[src/rtl/alu_pkg.sv]
// Shared opcode, FSM-state and width definitions for the ALU responder.
// Also holds the single-cycle evaluation of every non-multiply opcode.
package alu_pkg;

    localparam int ALU_DW   = 8;
    localparam int ALU_SELW = 4;

    localparam logic [3:0] OP_ADD    = 4'd0;
    localparam logic [3:0] OP_SUB    = 4'd1;
    localparam logic [3:0] OP_MUL    = 4'd2;
    localparam logic [3:0] OP_AND    = 4'd3;
    localparam logic [3:0] OP_OR     = 4'd4;
    localparam logic [3:0] OP_NOT    = 4'd5;
    localparam logic [3:0] OP_XOR    = 4'd6;
    localparam logic [3:0] OP_XNOR   = 4'd7;
    localparam logic [3:0] OP_LSHIFT = 4'd8;
    localparam logic [3:0] OP_RSHIFT = 4'd9;
    localparam logic [3:0] OP_L_AND  = 4'd10;
    localparam logic [3:0] OP_L_OR   = 4'd11;
    localparam logic [3:0] OP_L_NOT  = 4'd12;
    localparam logic [3:0] OP_EQ     = 4'd13;
    localparam logic [3:0] OP_GT     = 4'd14;
    localparam logic [3:0] OP_LT     = 4'd15;

    typedef enum logic [1:0] {
        S_IDLE = 2'd0,
        S_MUL  = 2'd1,
        S_RESP = 2'd2
    } state_t;

    // Operands are zero-extended; everything is unsigned.
    function automatic logic [15:0] alu_eval(
        input logic [7:0] a,
        input logic [7:0] b,
        input logic [3:0] sel
    );
        logic [15:0] a16;
        logic [15:0] b16;
        logic [15:0] y;
        a16 = {8'h00, a};
        b16 = {8'h00, b};
        y   = 16'h0000;
        case (sel)
            OP_ADD:    y = a16 + b16;
            OP_SUB:    y = a16 - b16;
            OP_AND:    y = {8'h00, a & b};
            OP_OR:     y = {8'h00, a | b};
            OP_NOT:    y = {8'h00, ~a};
            OP_XOR:    y = {8'h00, a ^ b};
            OP_XNOR:   y = {8'h00, ~(a ^ b)};
            OP_LSHIFT: y = (b >= 8'd16) ? 16'h0000 : (a16 << b[3:0]);
            OP_RSHIFT: y = (b >= 8'd16) ? 16'h0000 : (a16 >> b[3:0]);
            OP_L_AND:  y = {15'd0, (a != 8'd0) && (b != 8'd0)};
            OP_L_OR:   y = {15'd0, (a != 8'd0) || (b != 8'd0)};
            OP_L_NOT:  y = {15'd0, a == 8'd0};
            OP_EQ:     y = {15'd0, a == b};
            OP_GT:     y = {15'd0, a > b};
            OP_LT:     y = {15'd0, a < b};
            default:   y = 16'h0000;
        endcase
        return y;
    endfunction

endpackage

[src/rtl/alu_seq_mul.sv]
// Iterative shift-add 8x8->16 unsigned multiplier, one partial product per cycle.
// done_o is high during the 8th iteration; prod_o then carries the final product.
module alu_seq_mul
    import alu_pkg::*;
(
    input  logic        clk,
    input  logic        rst,
    input  logic        start_i,
    input  logic [7:0]  a_i,
    input  logic [7:0]  b_i,
    output logic        done_o,
    output logic [15:0] prod_o
);

    logic [15:0] acc_q;
    logic [15:0] mcand_q;
    logic [7:0]  mplier_q;
    logic [2:0]  cnt_q;
    logic        busy_q;
    logic [15:0] acc_d;

    assign acc_d  = acc_q + (mplier_q[0] ? mcand_q : 16'h0000);
    assign done_o = busy_q && (cnt_q == 3'd7);
    assign prod_o = acc_d;

    always_ff @(posedge clk) begin
        if (rst) begin
            acc_q    <= 16'h0000;
            mcand_q  <= 16'h0000;
            mplier_q <= 8'h00;
            cnt_q    <= 3'd0;
            busy_q   <= 1'b0;
        end else if (start_i) begin
            acc_q    <= 16'h0000;
            mcand_q  <= {8'h00, a_i};
            mplier_q <= b_i;
            cnt_q    <= 3'd0;
            busy_q   <= 1'b1;
        end else if (busy_q) begin
            acc_q    <= acc_d;
            mcand_q  <= mcand_q << 1;
            mplier_q <= mplier_q >> 1;
            cnt_q    <= cnt_q + 3'd1;
            if (cnt_q == 3'd7) begin
                busy_q <= 1'b0;
            end
        end
    end

endmodule

[src/rtl/alu_op_responder.sv]
// Handshaked ALU endpoint: one request in flight, registered result held
// until the consumer takes it. MUL goes through the iterative engine.
module alu_op_responder
    import alu_pkg::*;
#(
    parameter int DW   = ALU_DW,
    parameter int SELW = ALU_SELW
) (
    input  logic            clk,
    input  logic            rst,
    input  logic            req_valid,
    output logic            req_ready,
    input  logic [DW-1:0]   req_a,
    input  logic [DW-1:0]   req_b,
    input  logic [SELW-1:0] req_sel,
    output logic            rsp_valid,
    input  logic            rsp_ready,
    output logic [2*DW-1:0] rsp_y,
    output logic [SELW-1:0] rsp_sel
);

    state_t          state_q;
    logic [2*DW-1:0] y_q;
    logic [SELW-1:0] sel_q;
    logic            accept;
    logic            mul_start;
    logic            mul_done;
    logic [15:0]     mul_prod;

    assign req_ready = (state_q == S_IDLE) && !rst;
    assign accept    = req_valid && req_ready;
    assign mul_start = accept && (req_sel == OP_MUL);
    assign rsp_valid = (state_q == S_RESP);
    assign rsp_y     = y_q;
    assign rsp_sel   = sel_q;

    alu_seq_mul u_mul (
        .clk     (clk),
        .rst     (rst),
        .start_i (mul_start),
        .a_i     (req_a),
        .b_i     (req_b),
        .done_o  (mul_done),
        .prod_o  (mul_prod)
    );

    always_ff @(posedge clk) begin
        if (rst) begin
            state_q <= S_IDLE;
            y_q     <= '0;
            sel_q   <= '0;
        end else begin
            unique case (state_q)
                S_IDLE: begin
                    if (accept) begin
                        sel_q <= req_sel;
                        if (req_sel == OP_MUL) begin
                            state_q <= S_MUL;
                        end else begin
                            y_q     <= alu_eval(req_a, req_b, req_sel);
                            state_q <= S_RESP;
                        end
                    end
                end
                S_MUL: begin
                    if (mul_done) begin
                        y_q     <= mul_prod;
                        state_q <= S_RESP;
                    end
                end
                S_RESP: begin
                    if (rsp_ready) begin
                        state_q <= S_IDLE;
                    end
                end
                default: state_q <= S_IDLE;
            endcase
        end
    end

endmodule
[config.mk]
export PLATFORM = sky130hd
export DESIGN_NAME = alu_op_responder
export DESIGN_NICKNAME = d
export VERILOG_FILES = /design/src/rtl/alu_pkg.sv /design/src/rtl/alu_seq_mul.sv /design/src/rtl/alu_op_responder.sv
export SDC_FILE = /design/constraint.sdc
export NUM_CORES = 1
export LEC_CHECK = 0
export BUFFER_PORTS_ARGS = -buffer_cell sky130_fd_sc_hd__buf_2
export CORE_MARGIN = 2
export CORE_UTILIZATION = 42
export DETAILED_ROUTE_END_ITERATION = 7
export GPL_ROUTABILITY_DRIVEN = 0
export PLACE_DENSITY_LB_ADDON = 0.2
export SYNTH_ARGS = -nofsm -noshare
export SYNTH_HDL_FRONTEND = slang
export SYNTH_HIERARCHICAL = 1
export SYNTH_SLANG_ARGS = --single-unit
[constraint.sdc]
create_clock -name clk -period 4 [get_ports clk]
set_clock_uncertainty 0.2 [all_clocks]
set_input_delay 0.8 -clock clk [delete_from_list [all_inputs] [get_ports clk]]
set_output_delay 0.8 -clock clk [all_outputs]
set_load 0.02 [all_outputs]
# After elaboration in Yosys (flattened, before gate mapping)
# Cells that the tools add are included.
[op_classes]
addsub = 4
order_cmp = 3
n_eq_ne = 23
n_shift = 2
n_mux = 20
bitwise = 5
reduce_logical = 18
[ops]
columns = ["op", "count"]
rows = [
  ["case mux 16 bit (15 select lines)", 1],
  ["two-way mux 16 bit", 6],
  ["equality test 4 bit (second input constant)", 8],
  ["two-way mux 8 bit", 4],
  ["case mux 16 bit (2 select lines)", 1],
  ["adder 16 bit", 1],
  ["equality test 4 x 3 -> 1 bit (second input constant)", 4],
  ["inverter 8 bit", 2],
  ["nonzero test 8 bit", 2],
  ["<< shifter 8 x 4 -> 16 bit", 1],
  ["right shift 8 x 4 -> 16 bit", 1],
  ["adder 8 x 8 -> 9 bit", 1],
  ["subtractor 8 x 8 -> 9 bit", 1],
  ["bitwise AND 8 bit", 1],
  ["equality test 4 x 2 -> 1 bit (second input constant)", 2],
  ["equality test 8 bit", 1],
  ["greater-or-equal comparator 8 x 5 -> 1 bit (second input constant)", 1],
  ["> comparator 8 bit", 1],
  ["zero test 8 bit", 1],
  ["< comparator 8 bit", 1],
  ["two-way mux 2 bit", 4],
  ["OR 8 bit", 1],
  ["XOR 8 bit", 1],
  ["!= test 2 bit (second input constant)", 3],
  ["18 further kinds", 25],
]
[word_totals]
reg_bits = 66
input_bits = 24
output_inout_bits = 22
wordCells = 84

# Longest topological paths before layout
[logic_depth]
ltp_word = 6
mapped_depth = 12
ltp_nobuf = 10

# By module
# The synthesis kept the hierarchy.
[by_module_without_submodules]
columns = ["mod", "instances", "cells_per_inst", "area_each_um2", "seq_area_each_um2"]
rows = [
  ["alu_op_responder", 1, 449, 3408.3, 440.4],
  ["alu_seq_mul", 1, 296, 2605.0, 880.8],
]

# Least setup slack after synthesis
# No wires, ideal clock.
[synth_path]
path_kind = "input to register"
from = "in req_b[1]"
to = "reg y_q[0] (netlist: rsp_y[0])"
setup_ns = 0.086
arrival_time_ns = 2.858
t_required_ns = 3.714
slack_ns = 0.856
cell_stages = 10
n_path_buf = 2
path_cell_list = "buf_4 > buf_2 > inv_1 > ha_1 > o21ba_2 > or4_1 > nor4b_1 > nor3b_1 > o2111ai_1 > a211oi_1"
[synth_between]
elab_chain_len = 6
word_cells_on_any_way = 15
cone_classes = "3 x order compare; 1 x eq/ne; 2 x shift; 6 x mux; 3 x reduce/logical"
[synth_lines]
columns = ["item", "line_no", "source"]
rows = [
  ["start, declared", "alu_op_responder.sv:14", "input logic [DW-1:0] req_b,"],
  ["greater-or-equal comparator 8 x 5 -> 1 bit, or another cell as far along", "alu_pkg.sv:51, alu_pkg.sv:52", ""],
  ["two-way mux 16 bit, or another cell as far along", "alu_pkg.sv:52", "OP_RSHIFT: y = (b >= 8'd16) ? 16'h0000 : (a16 >> b[3:0]);"],
  ["case mux 16 bit (15 select lines) *", "alu_pkg.sv:43", "case (sel)"],
  ["two-way mux 16 bit *", "alu_op_responder.sv:57", "if (req_sel == OP_MUL) begin"],
  ["two-way mux 16 bit *", "alu_op_responder.sv:55", "if (accept) begin"],
  ["case mux 16 bit (2 select lines) *", "alu_op_responder.sv:53", "unique case (state_q)"],
  ["end signal, assigned", "alu_op_responder.sv:60", "y_q <= alu_eval(req_a, req_b, req_sel);"],
  ["end signal, assigned", "alu_op_responder.sv:67", "y_q <= mul_prod;"],
  ["end, declared", "alu_op_responder.sv:23", "logic [2*DW-1:0] y_q;"],
]
# Mark *: on every way between the ends. The rest lies on a longest branch, timed or not. The select of a mux whose other input is x is not followed.
# A chain may end at the register's enable or synchronous reset.

# Final worst setup path
[layout_path]
from = "reg u_mul.mplier_q[0]"
to = "reg y_q[10] (netlist: rsp_y[10])"
[layout_between]
elab_chain_len = 4
[layout_lines]
columns = ["item", "line_no", "source"]
rows = [
  ["start, declared", "alu_seq_mul.sv:17", "logic [7:0] mplier_q;"],
  ["start signal, assigned", "alu_seq_mul.sv:36", "mplier_q <= b_i;"],
  ["start signal, assigned", "alu_seq_mul.sv:42", "mplier_q <= mplier_q >> 1;"],
  ["two-way mux 16 bit", "alu_seq_mul.sv:22", "assign acc_d = acc_q + (mplier_q[0] ? mcand_q : 16'h0000);"],
  ["adder 16 bit", "alu_seq_mul.sv:22", ""],
  ["net mul_prod[10]", "alu_op_responder.sv:28", "logic [15:0] mul_prod;"],
  ["two-way mux 16 bit", "alu_op_responder.sv:66", "if (mul_done) begin"],
  ["case mux 16 bit (2 select lines)", "alu_op_responder.sv:53", ""],
]
# The timed path passes the listed nets, and every way through them passes these cells. The select of a mux whose other input is x is not followed.

==> flow_summary_export.csv <==
group,metric,value,unit
floorplanning,initial_core_util,0.432,
logic_synthesis,syn_nets,815,
final_layout,area_growth,9.43,%
route,num_vias,5784,
sta,fmax,297,MHz
clocking,cts_buffers,9,
sta,tns,0,ps
placement,dp_slack,508,ps
logic_synthesis,synth-async-reset-ratio,0,
floorplanning,ios,46,
critical_path,worstPathRequired,4030,ps
power_and_ir_drop,ir_worst_vdd,209,uV
route,postRouteAntennaNets,0,
power_and_ir_drop,p_clk_frac,0.439,
clocking,clockRootBuffer,"clkbuf_16",
power_and_ir_drop,powerDensity,299,nW/um^2
floorplanning,coreArea,13900,um^2
critical_path,cp_max_fo,17,
clocking,cts_setup_buffers,0,
critical_path,worst_setup_path_start_kind,"register",
logic_synthesis,syn_inst,745,
floorplanning,die_h,124,um
power_and_ir_drop,p_int,1380,uW
logic_synthesis,syn_avg_cell_area,8.07,um^2
logic_synthesis,yosysTopAreaCellShare,0.220,
power_and_ir_drop,p_sw_frac,0.301,
sta,worst_pin_slew,971,ps
final_layout,nFillCells,1387,
critical_path,worstPathArrival,3400,ps
critical_path,crit_chain,"and2_1, ha_1, fa_1, a21o_1, a311oi_1, nor2_1, a21oi_1, xnor2_1, a21oi_1, a2111oi_2",
sta,slew_headroom,0.349,
critical_path,critical_path.slowest_cell,"dfxtp_1",
clocking,path_clk_slew,60,ps
hold_path,hold_class,"reg2reg",
status,status,"complete, no violations",
logic_synthesis,syn-cell-area,6010,um^2
logic_synthesis,synth_flop_cell,"dfxtp_1",
route,wl,18300,um
sta,fin_crit_sh,0.843,
logic_synthesis,synth_seq_cells,66,
route,drt-vias-per-instance,6.13,
clocking,cts_htree_levels,3,
critical_path,max_stage_delay,450,ps
grt,grt.total_usage,0.242,
power_and_ir_drop,cellLeakagePower,0.00272,uW
placement,dpl.hpwl,13500,um
grt,grt_first_pass_wirelength,28600,um
route,wire_per_inst,19.4,um
clocking,cts_resized,0,
logic_synthesis,synth_edf_count,0,
clocking,cts_tree,"yes",
power_and_ir_drop,seq_power_share,0.348,
sta,drv_slew,0,
route,drc,0,
floorplanning,design.die.area,15300,um^2
route,drtIter0Drc,587,
critical_path,crit_top_cell,"a21oi_1",
clocking,clock_latency,340,ps
clocking,clock_sinks,66,
sta,fin_ws,627,ps
sta,report.final.setup_viol,0,
placement,portBuffers,45,
critical_path,cp-end-kind,"register",
critical_path,crit_buf_inv,0,
logic_synthesis,yosys.area.top_type,"dfxtp_1",
final_layout,final_common_cell,"nor2_1",
sta,min_period,3370,ps
sta,hold_viol_final,0,
logic_synthesis,ys_seq_area_frac,0.220,
logic_synthesis,synthDistinctLibCells,87,
sta,rsz0062_at_grt,"no",
critical_path,path_class,"reg2reg",
flow_run,drv_cap,0,
logic_synthesis,synth_area_leaders,"dfxtp_1 22%, ha_1 8.9%, mux2i_1 7.3%, nor2_1 5.9%, a21oi_1 5.0%",
power_and_ir_drop,power_switching,592,uW
critical_path,cp_top_family,"compound AO/OA/AOI/OAI gates",
grt,antenna_found_initial,0,
final_layout,post-route-util,0.472,
route,dr.pass1.iters,5,
logic_synthesis,ys_warn_count,6,
grt,grt_overflow,0,
final_layout,nNetsFinal,828,
power_and_ir_drop,pwr-share-comb,0.212,
final_layout,antenna_cells,0,
final_layout,final_cell_mix,"94 x nor2_1, 65 x dfxtp_1, 59 x a21oi_1",
grt,grt_pass1_vias,5252,
floorplanning,die_w,124,um
clocking,postCtsHoldBufs,0,
grt,grt_start_max_net_pins,44,
final_layout,layout-drive-gt1-share,0.170,
floorplanning,rows,43,
clocking,cts_buffer_depth,2,
==> state kept, by name, summed over array words and instances (netlist names) <==
register and flops:
u_mul/mplier_q 8, rsp_y 16, u_mul/busy_q 1, u_mul/acc_q 16
u_mul/cnt_q 3, state_q 2, u_mul/mcand_q 16, rsp_sel 4
==> Yosys cell counts (10+ instances only) <==
| master | count |
|---|---|
| o21ai_0 | 25 |
| and2_1 | 16 |
| nor2_1 | 94 |
| and3_1 | 11 |
| nand3_1 | 16 |
| a21oi_1 | 60 |
| ha_1 | 43 |
| clkbuf_1 | 30 |
| dfxtp_1 | 66 |
| inv_1 | 29 |
| buf_2 | 16 |
| nor2b_1 | 10 |
| nand2_1 | 42 |
| nand2b_1 | 12 |
| mux2i_1 | 44 |
| xnor2_1 | 13 |
| nor3_1 | 10 |
==> power groups by stage <==
stage | Sequential (uW) | Combinational, uW | Clock [uW]
2_1_floorplan | 713 | 273 | 0
3_3_place_gp | 699 | 402 | 0
5_1_grt | 686 | 451 | 909
4_1_cts | 685 | 409 | 879
3_5_place_dp | 699 | 407 | 0
6_report | 685 | 418 | 865
==> layout make-up <==
type / instances / area, um^2 / area share
Multi-Input combinational cell: 590 / 4260 / 0.647
Sequential cell: 66 / 1320 / 0.201
Timing Repair Buffer: 61 / 345 / 0.0525
Clock buffer: 10 / 229 / 0.0348
Tap cell: 180 / 225 / 0.0342
Inverter: 30 / 113 / 0.0171
Clock inverter: 6 / 90.1 / 0.0137
==> stage by stage <==
step	std cells	hold WS, ps	instance area [um^2]	power (uW)
floorplan	745	260	6010	986
global placement	927	259	6260	1100
detailed placement	927	271	6260	1110
CTS	943	280	6580	1970
global route	943	304	6580	2050
finish	943	274	6580	1970
==> routing by layer <==
metal / up-vias / wire length (um) / GRT usage
met5: - / 0 / 0
met2: 260 / 8210 / 0.378
met1: 2724 / 7890 / 0.331
met4: 0 / 556 / 0.0753
met3: 41 / 1620 / 0.0586
li1: 2759 / - / -
==> logic make-up (layout without fill, tap and decap cells) <==
family                     count (synthesis)  count (layout)  share of synthesized area
muxes                                     58              58                      0.116
xor gates and xnor gates                  19              19                     0.0277
DFF                                       66              66                      0.220
AOI/OAI and AO/OA                        203             203                      0.235
buffers and inverters                     89             107                     0.0737
and+or+nand+nor                          264             264                      0.228
adders and majority gates                 46              46                     0.0995
==> worst min-delay path, delay by kind of cell (launching register included) <==
family | cells | cell delay (ps)
AND/OR/NAND/NOR | 1 | 60
flip-flops | 1 | 310
AO/OA/AOI/OAI | 1 | 60
==> final timing paths <==
path,startpoint,to,slack [ps],cells past startpoint
worst max-delay path,u_mul/mplier_q[0],rsp_y[10],630,10
worst min-delay path,rsp_sel[3],rsp_sel[3],270,2
worst max register to register,u_mul/mplier_q[0],rsp_y[10],630,10
worst min register to register,rsp_sel[3],rsp_sel[3],270,2
(Power assumes the default switching activity.)
